File: config.mk
export PLATFORM = sky130hd
export DESIGN_NAME = max_pooling_layer
export DESIGN_NICKNAME = d
export VERILOG_FILES = /design/src/rtl/max_pooling_layer.sv
export SDC_FILE = /design/constraint.sdc
export NUM_CORES = 1
export LEC_CHECK = 0
export ABC_CLOCK_PERIOD_IN_PS = 1360
export BUFFER_PORTS_ARGS = -buffer_cell sky130_fd_sc_hd__clkbuf_2
export CELL_PAD_IN_SITES_DETAIL_PLACEMENT = 1
export CELL_PAD_IN_SITES_GLOBAL_PLACEMENT = 1
export CORE_AREA = 3 3 40 42
export DETAILED_ROUTE_END_ITERATION = 12
export DIE_AREA = 0 0 43 45
export PLACE_DENSITY = 0.42
export SETUP_SLACK_MARGIN = 0.2
export SLEW_MARGIN = 15
export SYNTH_ARGS = -nofsm -noshare
export SYNTH_HDL_FRONTEND = slang
export SYNTH_SLANG_ARGS = --single-unit
File: constraint.sdc
create_clock -name clk -period 1.36 [get_ports clk]
set_clock_uncertainty 0.05 [all_clocks]
set_input_delay 0.136 -clock clk [delete_from_list [all_inputs] [get_ports clk]]
set_output_delay 0.136 -clock clk [all_outputs]
set_load 0.01 [all_outputs]
File: src/rtl/max_pooling_layer.sv
// 2x2 stride-2 signed max pooling over a raster pixel stream.
// A single line buffer holds the pooled pairs from the top row of each window.
module max_pooling_layer #(
  parameter int Q_WIDTH    = -1,
  parameter int Q_CHANNELS = -1,
  parameter int INPUT_SIZE = -1
) (
  input  logic                           clk,
  input  logic                           rst_n,
  input  logic                           clk_en,
  input  logic                           input_valid,
  input  logic [Q_WIDTH*Q_CHANNELS-1:0]  input_data,
  output logic [Q_WIDTH*Q_CHANNELS-1:0]  output_data,
  output logic                           valid
);

  localparam int QW       = (Q_WIDTH > 0) ? Q_WIDTH : 1;
  localparam int QC       = (Q_CHANNELS > 0) ? Q_CHANNELS : 1;
  localparam int DW       = Q_WIDTH * Q_CHANNELS;
  localparam int SIZE     = (INPUT_SIZE >= 2) ? INPUT_SIZE : 2;
  localparam int HALF     = SIZE / 2;
  localparam int CNT_W    = $clog2(SIZE);
  localparam int IDX_W    = (HALF > 1) ? $clog2(HALF) : 1;
  localparam bit SIZE_ODD = (SIZE % 2) == 1;
  localparam logic [CNT_W-1:0] LAST = CNT_W'(SIZE - 1);

  logic [CNT_W-1:0] col;
  logic [CNT_W-1:0] row;
  logic [DW-1:0]    hold;
  logic [DW-1:0]    linebuf [HALF];
  logic [IDX_W-1:0] lb_idx;
  logic [DW-1:0]    lb_rd;
  logic [DW-1:0]    pair_max;
  logic [DW-1:0]    quad_max;
  logic             accept;
  logic             take;
  logic             lb_we;
  logic             out_we;

  assign accept = clk_en & input_valid;
  // With an odd frame size the last column and last row never complete a window.
  assign take   = accept
                & ~(SIZE_ODD && (col == LAST))
                & ~(SIZE_ODD && (row == LAST));
  assign lb_we  = take & col[0] & ~row[0];
  assign out_we = take & col[0] & row[0];
  assign lb_idx = IDX_W'(col >> 1);
  assign lb_rd  = linebuf[lb_idx];

  for (genvar c = 0; c < QC; c++) begin : g_ch
    logic signed [QW-1:0] h_s;
    logic signed [QW-1:0] p_s;
    logic signed [QW-1:0] l_s;
    logic signed [QW-1:0] hp_max;
    assign h_s    = hold[c*QW +: QW];
    assign p_s    = input_data[c*QW +: QW];
    assign l_s    = lb_rd[c*QW +: QW];
    assign hp_max = (p_s > h_s) ? p_s : h_s;
    assign pair_max[c*QW +: QW] = hp_max;
    assign quad_max[c*QW +: QW] = (l_s > hp_max) ? l_s : hp_max;
  end

  // Line buffer is left unreset: each entry is written on the even row before the odd row reads it.
  always_ff @(posedge clk) begin
    if (lb_we) begin
      linebuf[lb_idx] <= pair_max;
    end
  end

  always_ff @(posedge clk or negedge rst_n) begin
    if (!rst_n) begin
      valid       <= 1'b0;
      output_data <= '0;
      col         <= '0;
      row         <= '0;
      hold        <= '0;
    end else begin
      valid <= 1'b0;
      if (accept) begin
        if (col == LAST) begin
          col <= '0;
          row <= (row == LAST) ? '0 : row + 1'b1;
        end else begin
          col <= col + 1'b1;
        end
        if (take && !col[0]) begin
          hold <= input_data;
        end
        if (out_we) begin
          output_data <= quad_max;
          valid       <= 1'b1;
        end
      end
    end
  end

endmodule

==> summary.md <==
| Metric | Value |
|---|---|
| Pwr Density | `1850 nW/um^2` |
| Met1 Resource Use GR | `0.0713` |
| Std cell rows | `13` |
| Pin slew with the least headroom to its limit | `0.139 ns` |
| Arr. time, crit path | `1.16 ns` |
| Max_slew headroom | `0.907` |
| Placed insts | `38` |
| TritonCTS Buffers | `3` |
| Initial core utilization | `0.192` |
| First-pass GRT wire length | `738 um` |
| Filler Cells Inserted | `150` |
| Setup_tns | `0 ns` |
| Max IR drop VDD | `0.403 mV` |
| Period utilization | `0.803` |
| # Post-CTS Setup Buffers | `0` |
| Yosys reg bits | `6` |
| Port Buffers | `6` |
| # DRC | `0` |
| Mapped cell area | `246 um^2` |
| Core footprint | `1280 um^2` |
| Path type of the worst min-delay path | `input pin to register` |
| Worst reg2reg setup slack | `0.27 ns` |
| Wire per inst | `11.0 um` |
| Syn_area_per_cell | `14.5 um^2` |
| Fmax | `916 MHz` |
| Final number of hold-violating endpoints | `0` |
| Vias in the first global route | `170` |
| CTS H-tree depth | `1` |
| Via count | `175` |
| Clock Tree Buf Depth | `2` |
| I/O pin count | `7` |
| NumNets Final | `34` |
| Avg Vias per Cell | `4.07` |
| Grt met3 use | `0.0359` |
| CTS tree | `yes` |
| Non-Filler Instances | `43` |
| Number of DRC markers in iteration 0 | `0` |
| CP startpoint kind | `register` |
| Element type at the critical path end | `register` |
| WHS | `0.107 ns` |
| Met2 usage | `0.0689` |
| Syn Inst Count | `17` |
| RSZ-0062 raised after global routing | `no` |
| # hold bufs at CTS | `1` |
| Layout cell share with drive strength beyond 1 | `0.429` |
| Outcome | `completed` |
| Setup violators final | `0` |
| Sequential area share after synthesis | `0.629` |
| Antenna violations before repair | `0` |
| Min cycle time layout | `1.09 ns` |
| Busiest grt layer | `met4` |
| Pleak | `0.000157 uW` |
| WP data required | `1.43 ns` |
| Final core occ | `0.258` |
| Worst-path clk slew | `0.05 ns` |
| Clk Latency, worst-skew pair | `0.24 ns` |
| Synth Net Count | `22` |
| Fin. max-slew vios | `0` |
| Clock root cell | `clkbuf_4` |
| DIE HEIGHT | `45 um` |
| Area delta synth->final | `34.5%` |
| Post-CTS Resized | `0` |
| GRT Residual Overflow | `0` |
| CTS sink cnt | `6` |
| Largest net degree at the start of global routing | `6` |
| Chip width | `43 um` |
| Routed Antenna Nets | `0` |
| Total GRT Usage | `0.0612` |
| Die ar. | `1940 um^2` |
| Final Wtd Congestion | `0.646` |
| Final WL | `475 um` |
| Drt first pass iters | `1` |
| CP Class | `register to register` |
| Max-cap violations | `0` |
| Inserted Diodes | `0` |
| Distinct cell type count after synthesis | `11` |
| Crit Path Max Fanout | `3` |
| Synth warn | `0` |
==> cells in the mapped netlist <==
cell | instances | area share
and2_1 | 1 | 0.025
and3_1 | 1 | 0.025
and4_4 | 1 | 0.046
dfrtp_1 | 5 | 0.51
edfxtp_1 | 1 | 0.12
mux2_4 | 2 | 0.12
nand2_1 | 1 | 0.015
nand3_1 | 1 | 0.020
nand3b_1 | 1 | 0.030
nor2_1 | 1 | 0.015
xnor2_1 | 2 | 0.071
==> power breakdown <==
group,leakage [uW],internal [uW],switching (uW),total [uW]
combinational,0.0000702,90.2,46.1,136
sequential,0.0000717,248,49.8,298
clock,0.0000150,111,66.2,177
total,0.000157,450,162,612
==> flip-flops by register name (all words and copies together), names as in the netlist <==
name / flops
row: 1
output_data: 1
valid: 1
col: 1
linebuf: 1
g_ch.h_s: 1
==> worst max-delay path, stage by stage, from the launching register on <==
cell	delay (ns)
dfrtp_1	0.39
and4_4	0.24
mux2_4	0.29
==> final timing paths <==
check                                start                 endpoint  cells past startpoint
hold / removal                  input_data  g_ch[0].h_s$_DFFE_PN0P_                      2
setup reg to reg           row$_DFFE_PN0N_  output_data$_DFFE_PN0P_                      2
min in group asynchronous            rst_n  g_ch[0].h_s$_DFFE_PN0P_                      2
hold reg to reg            row$_DFFE_PN0N_          row$_DFFE_PN0N_                      1
setup / recovery           row$_DFFE_PN0N_  output_data$_DFFE_PN0P_                      2
max in group asynchronous            rst_n          col$_DFFE_PN0N_                      2
==> layout make-up <==
| cell class | count | area (um^2) | area share |
|---|---|---|---|
| sequential | 6 | 155 | 0.468 |
| tap | 15 | 18.8 | 0.0566 |
| timing repair buffer | 7 | 40.0 | 0.121 |
| clock buffer | 4 | 26.3 | 0.0792 |
| multi-input combinational | 11 | 91.3 | 0.275 |
==> routing by layer <==
metal	routed length, um	share of wire
met5	0	0
met4	0	0
met3	39	0.082
met2	222	0.47
met1	213	0.45
==> cells in the final DEF, fill, tap and decap left out, drive strengths merged <==
cell type and count:
and2 1, and3 1, and4 1, clkbuf 10
dfrtp 5, dlygate4sd3 1, edfxtp 1, mux2 2
nand2 1, nand3 1, nand3b 1, nor2 1
xnor2 2
==> kinds of logic after synthesis <==
| group | count (synthesis) | synth area share |
|---|---|---|
| XOR/XNOR | 2 | 0.0711 |
| flip-flops | 6 | 0.629 |
| multiplexers | 2 | 0.122 |
| AND/OR/NAND/NOR | 7 | 0.178 |
==> through the flow <==
step	setup slack [ns]	power [uW]	instance area [um^2]
6_report	0.268	612	332
5_1_grt	0.236	657	332
4_1_cts	0.265	629	332
3_5_place_dp	0.275	438	295
3_3_place_gp	0.283	430	295
2_1_floorplan	0.311	391	246
(Power assumes the default switching activity.)
